**src/rtl/id_operand_stage_if.sv**
```systemverilog
// ID -> EX operand stage bus: decoded instruction, regfile data, forwarding
// sources, pipeline control in; stall request, ID/EX register, counter out.
interface id_operand_stage_if #(
  parameter int DW      = 32,
  parameter int AW      = 5,
  parameter int NUM_FWD = 2,
  parameter int OPW     = 8,
  parameter int SELW    = 3,
  parameter int CNTW    = 16
);
  logic                    id_valid_i;
  logic [OPW-1:0]          id_aluop_i;
  logic [SELW-1:0]         id_alusel_i;
  logic [AW-1:0]           id_wd_i;
  logic                    id_wreg_i;
  logic [DW-1:0]           id_imm_i;
  logic                    id_rd1_i;
  logic                    id_rd2_i;
  logic [AW-1:0]           id_ra1_i;
  logic [AW-1:0]           id_ra2_i;
  logic [DW-1:0]           rf_data1_i;
  logic [DW-1:0]           rf_data2_i;
  logic [NUM_FWD-1:0]      fwd_wreg_i;
  logic [NUM_FWD*AW-1:0]   fwd_wd_i;
  logic [NUM_FWD*DW-1:0]   fwd_wdata_i;
  logic [NUM_FWD-1:0]      fwd_load_i;
  logic                    ex_ready_i;
  logic                    flush_i;
  logic                    clr_cnt_i;
  logic                    stall_req_o;
  logic                    interlock_o;
  logic                    ex_valid_o;
  logic [OPW-1:0]          ex_aluop_o;
  logic [SELW-1:0]         ex_alusel_o;
  logic [DW-1:0]           ex_reg1_o;
  logic [DW-1:0]           ex_reg2_o;
  logic [AW-1:0]           ex_wd_o;
  logic                    ex_wreg_o;
  logic [CNTW-1:0]         stall_cnt_o;

  modport slave (
    input  id_valid_i, id_aluop_i, id_alusel_i, id_wd_i, id_wreg_i, id_imm_i,
           id_rd1_i, id_rd2_i, id_ra1_i, id_ra2_i, rf_data1_i, rf_data2_i,
           fwd_wreg_i, fwd_wd_i, fwd_wdata_i, fwd_load_i,
           ex_ready_i, flush_i, clr_cnt_i,
    output stall_req_o, interlock_o, ex_valid_o, ex_aluop_o, ex_alusel_o,
           ex_reg1_o, ex_reg2_o, ex_wd_o, ex_wreg_o, stall_cnt_o
  );

  modport master (
    output id_valid_i, id_aluop_i, id_alusel_i, id_wd_i, id_wreg_i, id_imm_i,
           id_rd1_i, id_rd2_i, id_ra1_i, id_ra2_i, rf_data1_i, rf_data2_i,
           fwd_wreg_i, fwd_wd_i, fwd_wdata_i, fwd_load_i,
           ex_ready_i, flush_i, clr_cnt_i,
    input  stall_req_o, interlock_o, ex_valid_o, ex_aluop_o, ex_alusel_o,
           ex_reg1_o, ex_reg2_o, ex_wd_o, ex_wreg_o, stall_cnt_o
  );
endinterface

```
**src/rtl/id_operand_stage.sv**
```systemverilog
// Decode operand stage: per-source operand resolution (imm / r0 / forward /
// regfile), load-use interlock, ID/EX register with hold/flush/bubble and a
// saturating interlock-cycle counter.

// One source operand: immediate, zero register, youngest matching forward
// source, or regfile. A matching source whose load is still in flight
// raises hazard_o instead of supplying data.
module id_operand_resolve #(
  parameter int DW      = 32,
  parameter int AW      = 5,
  parameter int NUM_FWD = 2
) (
  input  logic                  rd_i,
  input  logic [AW-1:0]         ra_i,
  input  logic [DW-1:0]         imm_i,
  input  logic [DW-1:0]         rf_data_i,
  input  logic [NUM_FWD-1:0]    fwd_wreg_i,
  input  logic [NUM_FWD*AW-1:0] fwd_wd_i,
  input  logic [NUM_FWD*DW-1:0] fwd_wdata_i,
  input  logic [NUM_FWD-1:0]    fwd_load_i,
  output logic [DW-1:0]         opnd_o,
  output logic                  hazard_o
);
  logic hit;

  // Priority scan: lowest index (youngest) match wins; r0 never matches.
  always_comb begin
    opnd_o   = rf_data_i;
    hazard_o = 1'b0;
    hit      = 1'b0;
    if (!rd_i) begin
      opnd_o = imm_i;
    end else if (ra_i == '0) begin
      opnd_o = '0;
    end else begin
      for (int i = 0; i < NUM_FWD; i++) begin
        if (!hit && fwd_wreg_i[i] && (fwd_wd_i[i*AW +: AW] == ra_i)) begin
          hit = 1'b1;
          if (fwd_load_i[i]) hazard_o = 1'b1;
          else               opnd_o   = fwd_wdata_i[i*DW +: DW];
        end
      end
    end
  end
endmodule

module id_operand_stage #(
  parameter int DW      = 32,
  parameter int AW      = 5,
  parameter int NUM_FWD = 2,
  parameter int OPW     = 8,
  parameter int SELW    = 3,
  parameter int CNTW    = 16
) (
  input  logic              clk,
  input  logic              rst,
  id_operand_stage_if.slave bus
);
  localparam int NSRC = 2;

  typedef enum logic {RUN = 1'b0, INTERLOCK = 1'b1} state_t;

  typedef struct packed {
    logic            vld;
    logic [OPW-1:0]  aluop;
    logic [SELW-1:0] alusel;
    logic [DW-1:0]   reg1;
    logic [DW-1:0]   reg2;
    logic [AW-1:0]   wd;
    logic            wreg;
  } ex_t;

  logic [NSRC-1:0]         src_rd;
  logic [NSRC-1:0][AW-1:0] src_ra;
  logic [NSRC-1:0][DW-1:0] src_rf;
  logic [NSRC-1:0][DW-1:0] src_opnd;
  logic [NSRC-1:0]         src_haz;
  logic                    hazard;
  ex_t                     ex_d, ex_q;
  state_t                  state_q;
  logic [CNTW-1:0]         cnt_d, cnt_q;

  assign src_rd = {bus.id_rd2_i, bus.id_rd1_i};
  assign src_ra = {bus.id_ra2_i, bus.id_ra1_i};
  assign src_rf = {bus.rf_data2_i, bus.rf_data1_i};

  for (genvar k = 0; k < NSRC; k++) begin : g_src
    id_operand_resolve #(.DW(DW), .AW(AW), .NUM_FWD(NUM_FWD)) u_res (
      .rd_i        (src_rd[k]),
      .ra_i        (src_ra[k]),
      .imm_i       (bus.id_imm_i),
      .rf_data_i   (src_rf[k]),
      .fwd_wreg_i  (bus.fwd_wreg_i),
      .fwd_wd_i    (bus.fwd_wd_i),
      .fwd_wdata_i (bus.fwd_wdata_i),
      .fwd_load_i  (bus.fwd_load_i),
      .opnd_o      (src_opnd[k]),
      .hazard_o    (src_haz[k])
    );
  end

  assign hazard          = bus.id_valid_i & (|src_haz);
  // Flush kills the ID instruction, so there is nothing left to hold.
  assign bus.stall_req_o = !bus.flush_i & bus.id_valid_i &
                           (hazard | !bus.ex_ready_i);

  // ID/EX next state: flush > hold > load > bubble. Hold beats a hazard
  // bubble so a stalled EX keeps its instruction.
  always_comb begin
    ex_d = '0;
    if (bus.flush_i) begin
      ex_d = '0;
    end else if (!bus.ex_ready_i) begin
      ex_d = ex_q;
    end else if (bus.id_valid_i && !hazard) begin
      ex_d.vld    = 1'b1;
      ex_d.aluop  = bus.id_aluop_i;
      ex_d.alusel = bus.id_alusel_i;
      ex_d.reg1   = src_opnd[0];
      ex_d.reg2   = src_opnd[1];
      ex_d.wd     = bus.id_wd_i;
      ex_d.wreg   = bus.id_wreg_i;
    end
  end

  // Interlock counter: clear first, then saturating increment.
  always_comb begin
    cnt_d = cnt_q;
    if (bus.clr_cnt_i)                                cnt_d = '0;
    else if (hazard && !bus.flush_i && !(&cnt_q))     cnt_d = cnt_q + 1'b1;
  end

  // ID/EX register and counter.
  always_ff @(posedge clk or negedge rst) begin
    if (!rst) begin
      ex_q  <= '0;
      cnt_q <= '0;
    end else begin
      ex_q  <= ex_d;
      cnt_q <= cnt_d;
    end
  end

  // Interlock FSM: stays in INTERLOCK exactly while an unflushed hazard persists.
  always_ff @(posedge clk or negedge rst) begin
    if (!rst) begin
      state_q <= RUN;
    end else begin
      case (state_q)
        RUN:       if (hazard && !bus.flush_i)   state_q <= INTERLOCK;
        INTERLOCK: if (!hazard || bus.flush_i)   state_q <= RUN;
        default:                                 state_q <= RUN;
      endcase
    end
  end

  assign bus.interlock_o = (state_q == INTERLOCK);
  assign bus.ex_valid_o  = ex_q.vld;
  assign bus.ex_aluop_o  = ex_q.aluop;
  assign bus.ex_alusel_o = ex_q.alusel;
  assign bus.ex_reg1_o   = ex_q.reg1;
  assign bus.ex_reg2_o   = ex_q.reg2;
  assign bus.ex_wd_o     = ex_q.wd;
  assign bus.ex_wreg_o   = ex_q.wreg;
  assign bus.stall_cnt_o = cnt_q;
endmodule

```
**src/flat_wrapper.sv**
```systemverilog
// flat-port wrapper written by rule: the top's interface ports become plain ports
module id_operand_stage_flat 
#(
  parameter int DW      = 32,
  parameter int AW      = 5,
  parameter int NUM_FWD = 2,
  parameter int OPW     = 8,
  parameter int SELW    = 3,
  parameter int CNTW    = 16
)
  (clk, rst, bus_id_valid_i, bus_id_aluop_i, bus_id_alusel_i, bus_id_wd_i, bus_id_wreg_i, bus_id_imm_i, bus_id_rd1_i, bus_id_rd2_i, bus_id_ra1_i, bus_id_ra2_i, bus_rf_data1_i, bus_rf_data2_i, bus_fwd_wreg_i, bus_fwd_wd_i, bus_fwd_wdata_i, bus_fwd_load_i, bus_ex_ready_i, bus_flush_i, bus_clr_cnt_i, bus_stall_req_o, bus_interlock_o, bus_ex_valid_o, bus_ex_aluop_o, bus_ex_alusel_o, bus_ex_reg1_o, bus_ex_reg2_o, bus_ex_wd_o, bus_ex_wreg_o, bus_stall_cnt_o);
  id_operand_stage_if #(.DW(DW), .AW(AW), .NUM_FWD(NUM_FWD), .OPW(OPW), .SELW(SELW), .CNTW(CNTW)) bus_i ();
  input  logic clk;
  input  logic rst;
  input wire logic [$bits(bus_i.id_valid_i)-1:0] bus_id_valid_i;
  input wire logic [$bits(bus_i.id_aluop_i)-1:0] bus_id_aluop_i;
  input wire logic [$bits(bus_i.id_alusel_i)-1:0] bus_id_alusel_i;
  input wire logic [$bits(bus_i.id_wd_i)-1:0] bus_id_wd_i;
  input wire logic [$bits(bus_i.id_wreg_i)-1:0] bus_id_wreg_i;
  input wire logic [$bits(bus_i.id_imm_i)-1:0] bus_id_imm_i;
  input wire logic [$bits(bus_i.id_rd1_i)-1:0] bus_id_rd1_i;
  input wire logic [$bits(bus_i.id_rd2_i)-1:0] bus_id_rd2_i;
  input wire logic [$bits(bus_i.id_ra1_i)-1:0] bus_id_ra1_i;
  input wire logic [$bits(bus_i.id_ra2_i)-1:0] bus_id_ra2_i;
  input wire logic [$bits(bus_i.rf_data1_i)-1:0] bus_rf_data1_i;
  input wire logic [$bits(bus_i.rf_data2_i)-1:0] bus_rf_data2_i;
  input wire logic [$bits(bus_i.fwd_wreg_i)-1:0] bus_fwd_wreg_i;
  input wire logic [$bits(bus_i.fwd_wd_i)-1:0] bus_fwd_wd_i;
  input wire logic [$bits(bus_i.fwd_wdata_i)-1:0] bus_fwd_wdata_i;
  input wire logic [$bits(bus_i.fwd_load_i)-1:0] bus_fwd_load_i;
  input wire logic [$bits(bus_i.ex_ready_i)-1:0] bus_ex_ready_i;
  input wire logic [$bits(bus_i.flush_i)-1:0] bus_flush_i;
  input wire logic [$bits(bus_i.clr_cnt_i)-1:0] bus_clr_cnt_i;
  output wire logic [$bits(bus_i.stall_req_o)-1:0] bus_stall_req_o;
  output wire logic [$bits(bus_i.interlock_o)-1:0] bus_interlock_o;
  output wire logic [$bits(bus_i.ex_valid_o)-1:0] bus_ex_valid_o;
  output wire logic [$bits(bus_i.ex_aluop_o)-1:0] bus_ex_aluop_o;
  output wire logic [$bits(bus_i.ex_alusel_o)-1:0] bus_ex_alusel_o;
  output wire logic [$bits(bus_i.ex_reg1_o)-1:0] bus_ex_reg1_o;
  output wire logic [$bits(bus_i.ex_reg2_o)-1:0] bus_ex_reg2_o;
  output wire logic [$bits(bus_i.ex_wd_o)-1:0] bus_ex_wd_o;
  output wire logic [$bits(bus_i.ex_wreg_o)-1:0] bus_ex_wreg_o;
  output wire logic [$bits(bus_i.stall_cnt_o)-1:0] bus_stall_cnt_o;
  assign bus_i.id_valid_i = bus_id_valid_i;
  assign bus_i.id_aluop_i = bus_id_aluop_i;
  assign bus_i.id_alusel_i = bus_id_alusel_i;
  assign bus_i.id_wd_i = bus_id_wd_i;
  assign bus_i.id_wreg_i = bus_id_wreg_i;
  assign bus_i.id_imm_i = bus_id_imm_i;
  assign bus_i.id_rd1_i = bus_id_rd1_i;
  assign bus_i.id_rd2_i = bus_id_rd2_i;
  assign bus_i.id_ra1_i = bus_id_ra1_i;
  assign bus_i.id_ra2_i = bus_id_ra2_i;
  assign bus_i.rf_data1_i = bus_rf_data1_i;
  assign bus_i.rf_data2_i = bus_rf_data2_i;
  assign bus_i.fwd_wreg_i = bus_fwd_wreg_i;
  assign bus_i.fwd_wd_i = bus_fwd_wd_i;
  assign bus_i.fwd_wdata_i = bus_fwd_wdata_i;
  assign bus_i.fwd_load_i = bus_fwd_load_i;
  assign bus_i.ex_ready_i = bus_ex_ready_i;
  assign bus_i.flush_i = bus_flush_i;
  assign bus_i.clr_cnt_i = bus_clr_cnt_i;
  assign bus_stall_req_o = bus_i.stall_req_o;
  assign bus_interlock_o = bus_i.interlock_o;
  assign bus_ex_valid_o = bus_i.ex_valid_o;
  assign bus_ex_aluop_o = bus_i.ex_aluop_o;
  assign bus_ex_alusel_o = bus_i.ex_alusel_o;
  assign bus_ex_reg1_o = bus_i.ex_reg1_o;
  assign bus_ex_reg2_o = bus_i.ex_reg2_o;
  assign bus_ex_wd_o = bus_i.ex_wd_o;
  assign bus_ex_wreg_o = bus_i.ex_wreg_o;
  assign bus_stall_cnt_o = bus_i.stall_cnt_o;
  id_operand_stage #(.DW(DW), .AW(AW), .NUM_FWD(NUM_FWD), .OPW(OPW), .SELW(SELW), .CNTW(CNTW)) u_core (.clk(clk), .rst(rst), .bus(bus_i));
endmodule
```
**config.mk**
```make
export PLATFORM = sky130hd
export DESIGN_NAME = id_operand_stage_flat
export DESIGN_NICKNAME = d
export VERILOG_FILES = /design/src/rtl/id_operand_stage_if.sv /design/src/rtl/id_operand_stage.sv /design/src/flat_wrapper.sv
export SDC_FILE = /design/constraint.sdc
export NUM_CORES = 1
export LEC_CHECK = 0
export ABC_AREA = 1
export BUFFER_PORTS_ARGS = -buffer_cell sky130_fd_sc_hd__buf_2
export CORE_MARGIN = 3
export CORE_UTILIZATION = 46
export DETAILED_ROUTE_END_ITERATION = 7
export PLACE_DENSITY = 0.9
export SETUP_SLACK_MARGIN = 0.05
export SKIP_LAST_GASP = 1
export SLEW_MARGIN = 5
export SYNTH_ARGS = -nofsm -noshare
export SYNTH_HDL_FRONTEND = slang
export SYNTH_SLANG_ARGS = --single-unit
```
**constraint.sdc**
```tcl
create_clock -name clk -period 1.7 [get_ports clk]
set_input_delay 0.255 -clock clk [delete_from_list [all_inputs] [get_ports clk]]
set_output_delay 0.255 -clock clk [all_outputs]
set_load 0.01 [all_outputs]
```
==> results of run 1 <==
-- sequential cells by signal, indices dropped and copies added, names as in the netlist --
| name | flops |
|---|---|
| u_core.bus.interlock_o | 1 |
| u_core.bus.ex_wreg_o | 1 |
| u_core.bus.ex_wd_o | 5 |
| u_core.bus.ex_reg2_o | 32 |
| u_core.bus.stall_cnt_o | 16 |
| u_core.bus.ex_reg1_o | 32 |
| u_core.bus.ex_aluop_o | 8 |
| u_core.bus.ex_valid_o | 1 |
| u_core.bus.ex_alusel_o | 3 |
-- repair_timing --
| item | 4_1_cts | 5_1_grt |
|---|---|---|
| buffers inserted | 4 | 17 |
| cloned | 0 | 9 |
| hold buffers | 1 | 0 |
| endpoints found under the setup margin | 17 | 98 |
| pin swaps | 2 | 46 |
| resized for setup | 2 | 162 |
| endpoints found under the hold margin | 99 | 0 |
-- power by group through the flow --
stage / registers, µW / logic (µW) / clock network (µW)
after floorplan: 2600 / 767 / 0
after global placement: 2550 / 1520 / 0
after detailed placement: 2550 / 1550 / 0
after CTS: 2510 / 1570 / 2330
after global routing: 2520 / 1950 / 2430
final: 2520 / 1770 / 2320
-- logic make-up (layout without fill, tap and decap cells) --
family                   after synthesis  after routing  synth area share
AND/OR/NAND/NOR                      826            827            0.4196
buffers and inverters                280            605            0.1372
AO/OA/AOI/OAI                        202            202            0.1266
flip-flops                            99             99            0.3084
XOR/XNOR                               6              6          0.006542
adder cells (fa/ha/maj)                1              1          0.001557
other                                  0              1                 0
-- per-stage QoR --
step / TNS [ns] / cell area (µm²)
final: -2.186 / 11330
after global routing: -9.738 / 11320
after CTS: -1.029 / 10470
after detailed placement: -19.28 / 10090
after global placement: -15.04 / 10090
after floorplan: -1.893 / 8043
-- synthesized netlist by cell type (2+ instances only) --
cell      number  area (µm²)
nand2_1      606        2275
inv_1        192       720.7
o21ai_0      129       645.6
dfrtp_1       99        2477
nand3_1       89       445.4
nor2_1        72       270.3
a21oi_1       70       350.3
clkbuf_1      61       229.0
or2_2         33       206.5
buf_2         11       55.05
nor3_1        10       50.05
buf_4          8       60.06
inv_2          6       22.52
xor2_1         6       52.55
nand4_1        5       31.28
nand3_2        3       30.03
nand2_2        2       12.51
nor2_2         2       12.51
nor2_4         2       22.52
nor3b_1        2       15.01
-- how the worst max path moves through the flow --
stage | start | end | slack (ns) | cells after the start
3_5_place_dp | bus_id_ra1_i[1] | u_core.bus.stall_cnt_o[1] | -0.26 | 16
4_1_cts | u_core.bus.stall_cnt_o[0] | u_core.bus.stall_cnt_o[1] | -0.1 | 12
5_1_grt | u_core.bus.stall_cnt_o[0] | u_core.bus.stall_cnt_o[15] | -0.32 | 13
6_report | u_core.bus.stall_cnt_o[0] | u_core.bus.stall_cnt_o[1] | -0.19 | 13
3_3_place_gp | bus_id_ra1_i[1] | u_core.bus.stall_cnt_o[8] | -0.21 | 16
2_1_floorplan | u_core.bus.stall_cnt_o[0] | u_core.bus.stall_cnt_o[8] | -0.16 | 13
-- layer usage --
layer	wire (µm)	vias to the layer above
met4	1532	4
met5	27	-
li1	-	4966
met2	15390	603
met1	11370	4660
met3	2764	118
-- final cells by class --
type,instances,share of cell area
inverters,199,0.06706
flip-flops and latches,99,0.2187
multi-input cells,1036,0.4269
repair buffers,391,0.2332
clock buffers,12,0.02353
clock inverters,3,0.006076
well taps,220,0.02430
diodes,1,0.0002209
-- critical path, stage by stage (launching register included) --
cell and delay [ns]:
dfrtp_1 0.36, ha_2 0.20, nand2_2 0.06, inv_2 0.05, nand4_1 0.11, nor2_2 0.15
nand2_2 0.09, nor2_4 0.09, nand4_1 0.15, nand3_4 0.17, buf_12 0.12, nand2_8 0.07
nand2_1 0.10, nand2_1 0.06
==> results by group, run 1 <==
GRT
  • Vias in the first global route: 9,230
  • Met1 Use GR: 0.3404
  • GRT met3 Usage: 0.05525
  • First-pass GRT wire length: roughly 45,000 µm
  • Met2 Usage GRT: 0.5051
  • Overflow after GRT: 0
  • Largest net degree at the start of global routing: 83
  • Total GRT Usage: 0.2870
  • Gr busiest metal: met2
  • Initial antenna violation count: 2

Setup path
  • R2R Path End: u_core.bus.stall_cnt_o[1]
  • Reg2Reg Depth: 13
  • Crit-path max FO: 8
  • Flop-to-flop setup slack: -0.19 ns
  • Critical path data arrival time: 2.12 ns
  • Critical path type: flip-flop to flip-flop
  • R2R Path Start: u_core.bus.stall_cnt_o[0]
  • Worst setup SP type: flip-flop
  • CP Capture Type: flip-flop
  • Worst EP required: between 1.5 and 2 ns

Synthesis
  • Synthesized area: 0.008033 mm²
  • Synth warnings: 0
  • Syn Area/Cell: ~5.7 µm²
  • Sequential share of the synthesized area: 0.3084
  • Distinct cell type count after synthesis: 26
  • Async SR Flop Fraction: 1.000
  • Post-Syn Instances: 1,414
  • Main synth FF type: dfrtp_1
  • Synth Register Bits: 99
  • Syn nets: 1,624
  • Post-synth EDFFs: 0

Floorplan
  • Initial Utilization: 0.4776
  • IO Pins: 309
  • Die Area: 0.01908 mm²
  • Chip height: between 100 and 150 µm
  • Total core area: 0.01682 mm²
  • Die X: 138.1 µm
  • Row cnt: 47

Clock network
  • Clock Path Buffers: 2
  • Clock root buffer: clkbuf_16
  • Worst-Skew Late Latency: 0.34 ns
  • CTS tree: yes
  • Num Clock Sinks: 99
  • Clock transition at path regs: 0.07 ns
  • H-Tree Depth: 3
  • CTS buffer count: 9

Power and ir drop
  • Switching power: 2012 µW
  • Pleak: 0.006831 µW
  • Switching share of power: 0.3045
  • Power Internal: ~4600 µW
  • PD cells: 583.3 mW/mm²
  • Logic gate share of total power: 0.268
  • Clock Power Share: 0.351
  • Reg power frac: 0.381
  • Total power: 6606 µW
  • VDD IR max: 0.6523 mV

Layout
  • Most frequent cells in the layout: nand2_1 (574), buf_2 (291), inv_1 (182)
  • Fillers: 1,456
  • Post-Layout Cell Count: about 2,000
  • Area used by multi-input combinational logic: just under 0.005 mm²
  • FF/Latch Area: 0.002477 mm²
  • Area grow syn2layout: 41.00%
  • Utilization after layout: 0.6734
  • Fin nets: just under 2,000
  • Most common cell after layout, fill and taps aside: nand2_1
  • Share of cells above drive strength 1: 0.3086

Route
  • DRC Markers: 0
  • DR vias: slightly above 10,000
  • WL per Instance: 15.85 µm
  • DRT antenna net count: 0
  • Initial DRC Count: 802
  • 1st-pass router iterations: 5
  • Routed wire length: 31,090 µm
  • Vias per cell: 5.278

Run
  • Max cap viols: 0

STA
  • Worst Tran Pin Value: 0.4257 ns
  • Final Max Tran Viols: 0
  • RSZ-0062 raised after global routing: yes
  • Maximum clock frequency: 529.1 MHz
  • Final hold vios: 0
  • Tmin final: 1.890 ns
  • Slew HR: 0.7162
  • Clock Skew: 0.002844 ns
  • Ratio of final minimum period to clock period: 1.112
  • Setup violators final: 27
  • Post-route setup slack: -0.1900 ns
  • Fin Hold WS: 0.1073 ns

Place
  • Gpl congestion: 0.9941
  • HPWL after DPL: ~22,000 µm
  • Cell Count Post-Placement: 1,915
  • IO Port Bufs: 308
  • DP Worst Slack: -0.2644 ns

Min path
  • Hold Crit Depth: 3
  • Hold path start: bus_id_aluop_i[6]
  • Min-Delay Path Class: primary input to flip-flop
  • Hold EP: u_core.bus.ex_aluop_o[6]

Status
  • Failing checks: setup timing
  • Status: finished, violations left
No activity file was read; power rests on OpenSTA's default activity.
==> run 2: changes to the inputs <==
--- a/config.mk
+++ b/config.mk
@@ -6,11 +6,12 @@
 export NUM_CORES = 1
 export LEC_CHECK = 0
 export ABC_AREA = 1
-export BUFFER_PORTS_ARGS = -buffer_cell sky130_fd_sc_hd__buf_2
 export CORE_MARGIN = 3
-export CORE_UTILIZATION = 46
+export CORE_UTILIZATION = 55
 export DETAILED_ROUTE_END_ITERATION = 7
-export PLACE_DENSITY = 0.9
+export DONT_BUFFER_PORTS = 1
+export GPL_TIMING_DRIVEN = 1
+export PLACE_DENSITY = 0.84
 export SETUP_SLACK_MARGIN = 0.05
 export SKIP_LAST_GASP = 1
 export SLEW_MARGIN = 5
==> run 2 against run 1 <==
Against the previous run: the flow finishes with violations (hold timing, setup timing); non-clock buffer count down 327; sequential share of layout area grew 5.9 points; die area fell by 16%; worst hold slack got worse by 0.52 ns; final area is 21% lower; clock skew shrank 0.00070 ns; setup slack improved by 0.022 ns; flip-flop and latch count is the same; maximum frequency grew 1.2%; via count decreased by 15%; critical path type unchanged; critical endpoint is now u_core.bus.stall_cnt_o[9]; largest cell class unchanged.
==> results by group, run 2 (same netlist as run 1, synthesis figures left out) <==
Floorplan
  • Die Area: 0.01609 mm² (-16%)
  • Total core area: 0.01410 mm² (-16%)
  • Die X: 126.9 µm (-8.2%)
  • IO Pins: 309 (unchanged)
  • Row cnt: 43 (-8.5%)
  • Chip height: 126.9 µm (-8.2%)
  • Initial Utilization: 0.5699 (+0.09225)

Place
  • IO Port Bufs: 0 (-100%)
  • Gpl congestion: 0.9842 (-1.0%)
  • DP Worst Slack: -0.1851 ns (+0.07926 ns)
  • Cell Count Post-Placement: 1,562 (-18%)
  • HPWL after DPL: 19,900 µm (-9.5%)

STA
  • Ratio of final minimum period to clock period: 1.099 (-0.01290)
  • RSZ-0062 raised after global routing: yes
  • Maximum clock frequency: 535.3 MHz (+1.2%)
  • Worst Tran Pin Value: 0.3645 ns (-0.06126 ns)
  • Slew HR: 0.7561 (+0.03994)
  • Setup violators final: 16 (-41%)
  • Tmin final: 1.868 ns (-0.02193 ns)
  • Final Max Tran Viols: 0 (unchanged)
  • Clock Skew: 0.002148 ns (-0.0006957 ns)
  • Fin Hold WS: -0.4116 ns (-0.5189 ns)
  • Post-route setup slack: -0.1681 ns (+0.02193 ns)
  • Final hold vios: 99 (+99)

Layout
  • Most frequent cells in the layout: nand2_1 (600), inv_1 (189), o21ai_0 (128)
  • Fillers: 1,383 (-5.0%)
  • Share of cells above drive strength 1: 0.1004 (-0.2082)
  • Post-Layout Cell Count: 1,597 (-19%)
  • Fin nets: 1,619 (-17%)
  • Most common cell after layout, fill and taps aside: nand2_1
  • Area grow syn2layout: 10.93%

GRT
  • Vias in the first global route: 8,238 (-11%)
  • Total GRT Usage: 0.3219 (+0.03491)
  • Overflow after GRT: 0 (unchanged)
  • Initial antenna violation count: 4 (+2)
  • Largest net degree at the start of global routing: 100 (+20%)
  • First-pass GRT wire length: 41,410 µm (-8.7%)

Clock network
  • Hold buffers post-CTS: 8 (+7)
  • Clock root buffer: clkbuf_16
  • Clock Path Buffers: 2 (unchanged)
  • H-Tree Depth: 3 (unchanged)
  • Worst-Skew Late Latency: 0.35 ns (about the same)
  • Clock transition at path regs: 0.07 ns (about the same)
  • CTS buffer count: 9 (unchanged)
  • CTS tree: yes
  • Num Clock Sinks: 99 (unchanged)

Setup path
  • Crit-path max FO: 8 (unchanged)
  • Critical Path Max Stage Delay: 0.36 ns (about the same)
  • Worst EP required: 1.95 ns (+0.02 ns)
  • Crit-path cells: ha_2, nand2_2, inv_2, nand4_1, nor2_2, nand2_2, nor2_4, nand4_1, nand3_4, nand2_4, nand2_1, nand2_1
  • Worst Path Buf+Inv: 1 (-1)
  • Family with the most delay on the worst path: simple AND/OR/NAND/NOR gates
  • Worst setup SP type: flip-flop
  • Critical-path cell with the highest stage delay: dfrtp_1
  • Critical path type: flip-flop to flip-flop
  • CP Capture Type: flip-flop
  • Critical path data arrival time: 2.12 ns (about the same)
  • Worst Setup SP: u_core.bus.stall_cnt_o[1]
  • R2R Path Start: u_core.bus.stall_cnt_o[1]

Route
  • Vias per cell: 5.509 (+4.4%)
  • 1st-pass router iterations: 5 (unchanged)
  • DRC Markers: 0 (unchanged)
  • WL per Instance: 16.75 µm (+5.7%)
  • DRT antenna net count: 0 (unchanged)
  • Initial DRC Count: 692 (-14%)
  • Routed wire length: 26,760 µm (-14%)
  • DR vias: 8,798 (-15%)

Run
  • Max cap viols: 0 (unchanged)

Status
  • Failing checks: hold timing, setup timing
  • Status: finished, violations left

Power and ir drop
  • Pleak: 0.005172 µW (-24%)
  • VDD IR max: 0.6971 mV (+6.9%)
  • PD cells: 627.5 mW/mm² (+7.6%)

Min path
  • Min-Delay Path Class: primary input to async pin
==> run 2: changes by cell type in the layout (fill, tap and decap cells not counted), sizes merged <==
| cell | before | now |
|---|---|---|
| inv | 199 | 202 |
| diode | 1 | 3 |
| clkinv | 1 | 2 |
| clkinvlp | 0 | 2 |
| buf | 384 | 56 |
| bufinv | 2 | 0 |
| clkbuf | 18 | 9 |
| dlygate4sd3 | 1 | 8 |
==> run 2: power breakdown <==
group | total [µW] | switching, µW | leakage, µW | internal [µW]
Sequential | 2590 | 135 | 0.00135 | 2450
Clock | 1990 | 974 | 0.000133 | 1020
Combinational | 1010 | 627 | 0.00369 | 386
Total | 5590 | 1740 | 0.00517 | 3860
==> run 2: routing by layer <==
metal	GRT usage	routed length, µm	up-vias
met3	0.07158	2003	85
met4	0.1401	1187	2
met5	0	7	-
met1	0.3671	10100	4012
met2	0.5766	13460	393
li1	-	-	4306
==> run 2: final cells by class <==
| cell class | instances | area, µm² | area share |
|---|---|---|---|
| Multi-Input combinational cell | 1036 | 4563 | 0.5121 |
| Sequential cell | 99 | 2477 | 0.2780 |
| Inverter | 199 | 747.0 | 0.08382 |
| Timing Repair Buffer | 64 | 606.8 | 0.06810 |
| Clock buffer | 9 | 225.2 | 0.02527 |
| Tap cell | 180 | 225.2 | 0.02527 |
| Clock inverter | 7 | 58.81 | 0.006599 |
| Antenna cell | 3 | 7.507 | 0.0008425 |
==> run 2: what timing repair did <==
action                                 CTS  global route
resized for setup                        6            21
pin swaps                                5            17
endpoints found under the hold margin  107            99
buffers inserted                         3             4
setup endpoints to repair               17            19
cloned                                   0             1
==> run 2: final timing paths <==
kind	to	slack, ns	depth (start not counted)
worst min register to register	u_core.bus.ex_reg1_o[8]	0.55	2
worst max register to register	u_core.bus.stall_cnt_o[9]	-0.17	12
worst max-delay path	u_core.bus.stall_cnt_o[9]	-0.17	12
min in group clk	u_core.bus.ex_wd_o[3]	0.01	2
worst min-delay path	u_core.bus.ex_reg1_o[10]	-0.41	0
max in group asynchronous	u_core.bus.stall_cnt_o[7]	1.97	0
==> run 2: per-stage QoR <==
step | power (µW) | util | hold slack [ns] | setup TNS [ns] | instance area (µm²)
4_1_cts | 5594 | 0.6238 | -0.4250 | -2.224 | 8793
5_1_grt | 5841 | 0.6322 | -0.4278 | -4.566 | 8911
6_report | 5592 | 0.6322 | -0.4116 | -2.145 | 8911
3_5_place_dp | 3595 | 0.5945 | -0.03838 | -4.648 | 8381
3_3_place_gp | 3576 | 0.5945 | -0.03750 | -2.799 | 8381
2_1_floorplan | 3369 | - | -0.04059 | -1.893 | 8043
==> run 3: changes to the inputs <==
--- a/config.mk
+++ b/config.mk
@@ -8,6 +8,7 @@
 export ABC_AREA = 1
 export CORE_MARGIN = 3
 export CORE_UTILIZATION = 55
+export CTS_BUF_LIST = sky130_fd_sc_hd__clkbuf_8
 export DETAILED_ROUTE_END_ITERATION = 7
 export DONT_BUFFER_PORTS = 1
 export GPL_TIMING_DRIVEN = 1
==> run 3 against run 2 <==
Against the previous run: the flow still finishes with violations (hold timing, setup timing); sequential power barely moved; core utilization fell by 0.12 points; final area fell by 0.18%; clock-buffer cell count did not move; register-to-register slack barely moved; largest cell class unchanged.
==> results by group, run 3 (same netlist as run 1, synthesis figures left out) <==
Status
  • Status: finished, violations left
  • Failing checks: hold timing, setup timing

GRT
  • Overflow after GRT: 0 (unchanged)
  • First-pass GRT wire length: 41,360 µm (-0.12%)
  • Largest net degree at the start of global routing: 100 (unchanged)
  • Initial antenna violation count: 4 (unchanged)
  • Total GRT Usage: 0.3201 (-0.001869)
  • Vias in the first global route: 8,308 (+0.85%)

STA
  • Final hold vios: 99 (unchanged)
  • Post-route setup slack: -0.1798 ns (-0.01173 ns)
  • Slew HR: 0.7266 (-0.02956)
  • Final Max Tran Viols: 0 (unchanged)
  • Worst Tran Pin Value: 0.4086 ns (+0.04417 ns)
  • Setup TNS: -2.473 ns (-0.3283 ns)
  • Setup violators final: 16 (unchanged)
  • Tmin final: 1.880 ns (+0.01173 ns)
  • Maximum clock frequency: 532.0 MHz (-0.62%)
  • Clock Skew: 0.008863 ns (+0.006715 ns)
  • Ratio of final minimum period to clock period: 1.106 (+0.006902)
  • Fin Hold WS: -0.4468 ns (-0.03523 ns)
  • RSZ-0062 raised after global routing: yes

Layout
  • Fin nets: 1,629 (+0.62%)
  • Share of cells above drive strength 1: 0.09902 (-0.001407)
  • Utilization after layout: 0.6310 (-0.001154)
  • Most frequent cells in the layout: nand2_1 (602), inv_1 (189), o21ai_0 (128)
  • Post-Layout Cell Count: 1,607 (+0.63%)
  • Area grow syn2layout: 10.73%
  • Most common cell after layout, fill and taps aside: nand2_1

Setup path
  • Critical path type: flip-flop to flip-flop
  • CP Capture Type: flip-flop
  • Flop-to-flop setup slack: -0.18 ns (about the same)
  • Worst Path Buf+Inv: 1 (unchanged)
  • Critical Path Max Stage Delay: 0.37 ns (about the same)
  • Family with the most delay on the worst path: simple AND/OR/NAND/NOR gates
  • Critical-path cell with the highest stage delay: dfrtp_1
  • Crit-path max FO: 8 (unchanged)
  • Worst setup SP type: flip-flop
  • Critical path data arrival time: 2.16 ns (+0.04 ns)
  • Worst EP required: 1.98 ns (+0.03 ns)
  • Crit-path cells: ha_2, nand2_2, inv_2, nand4_1, nor2_2, nand2_2, nor2_4, nand4_1, nand3_4, nand2_4, nand2_1, nand2_1

Route
  • Routed wire length: 26,640 µm (-0.44%)
  • Initial DRC Count: 702 (+1.4%)
  • DRC Markers: 0 (unchanged)
  • DR vias: 8,812 (+0.16%)
  • WL per Instance: 16.57 µm (-1.1%)
  • DRT antenna net count: 0 (unchanged)
  • 1st-pass router iterations: 6 (+1)
  • Vias per cell: 5.484 (-0.46%)

Clock network
  • Clock Path Buffers: 2 (unchanged)
  • Clock root buffer: clkbuf_8
  • CTS buffer count: 9 (unchanged)
  • H-Tree Depth: 3 (unchanged)
  • Hold buffers post-CTS: 17 (+9)
  • Clock transition at path regs: 0.10 ns (+0.03 ns)
  • Num Clock Sinks: 99 (unchanged)
  • Worst-Skew Late Latency: 0.38 ns (+0.03 ns)
  • CTS tree: yes

Floorplan
  • Die Area: 0.01609 mm² (unchanged)
  • Initial Utilization: 0.5699 (unchanged)
  • IO Pins: 309 (unchanged)
  • Chip height: 126.9 µm (unchanged)
  • Row cnt: 43 (unchanged)
  • Die X: 126.9 µm (unchanged)
  • Total core area: 0.01410 mm² (unchanged)

Place
  • IO Port Bufs: 0 (unchanged)
  • Cell Count Post-Placement: 1,562 (unchanged)
  • Gpl congestion: 0.9842 (unchanged)
  • HPWL after DPL: 19,900 µm (unchanged)

Power and ir drop
  • PD cells: 571.6 mW/mm² (-8.9%)
  • Pleak: 0.005165 µW (-0.15%)
  • VDD IR max: 0.7090 mV (+1.7%)

Min path
  • Min-Delay Path Class: primary input to async pin

Run
  • Max cap viols: 0 (unchanged)
[run 3: cell count changes in the layout (fill, tap and decap cells not counted)]
cell           before  now
clkbuf_16           9    0
clkbuf_8            0    9
dlygate4sd3_1       8   17
buf_4              44   47
buf_6               5    3
nand2_1           600  602
nand2_2             5    3
[run 3: path summary, 6_finish.rpt]
kind,start,to,depth (start not counted)
worst max register to register,u_core.bus.stall_cnt_o[1],u_core.bus.stall_cnt_o[8],12
worst min-delay path,rst,u_core.bus.ex_reg1_o[10],0
worst max-delay path,u_core.bus.stall_cnt_o[1],u_core.bus.stall_cnt_o[8],12
min in group clk,bus_clr_cnt_i,u_core.bus.stall_cnt_o[15],3
max in group asynchronous,rst,u_core.bus.ex_reg2_o[21],0
worst min register to register,u_core.bus.ex_reg1_o[8],u_core.bus.ex_reg1_o[8],2
[run 3: metrics by stage]
stage	area (µm²)	setup slack [ns]	hold slack, ns	total power (µW)
after floorplan	8043	-0.1634	-0.04059	3369
after global placement	8381	-0.1399	-0.03750	3576
after detailed placement	8381	-0.1851	-0.03838	3595
after CTS	8790	-0.1693	-0.4613	5073
after global routing	8895	-0.3117	-0.4678	5329
final	8895	-0.1798	-0.4468	5084
[run 3: power by group]
group / switching [µW] / internal (µW)
Clock: 907 / 556
Sequential: 136 / 2450
Combinational: 631 / 403
[run 3: routing by layer]
layer | vias to the layer above | part of all wire | global-route usage
met5 | - | 0.00026 | 0
met4 | 2 | 0.042 | 0.1319
met3 | 77 | 0.073 | 0.07453
met2 | 378 | 0.50 | 0.5722
met1 | 4025 | 0.38 | 0.3668
li1 | 4330 | - | -
[run 3: timing repair]
| item | CTS | global route |
|---|---|---|
| pin swaps | 5 | 21 |
| resized for setup | 6 | 17 |
| gates cloned | 0 | 1 |
| buffers inserted | 4 | 5 |
| endpoints found under the setup margin | 17 | 17 |
| hold endpoints to repair | 116 | 99 |
[run 3: area by class of cell]
type / instances / area (µm²)
repair buffers: 74 / 696.9
fillers: 1392 / 5201
multi-input cells: 1036 / 4558
flip-flops and latches: 99 / 2477
inverters: 199 / 747.0
well taps: 180 / 225.2
clock inverters: 7 / 58.81
clock buffers: 9 / 123.9
diodes: 3 / 7.507
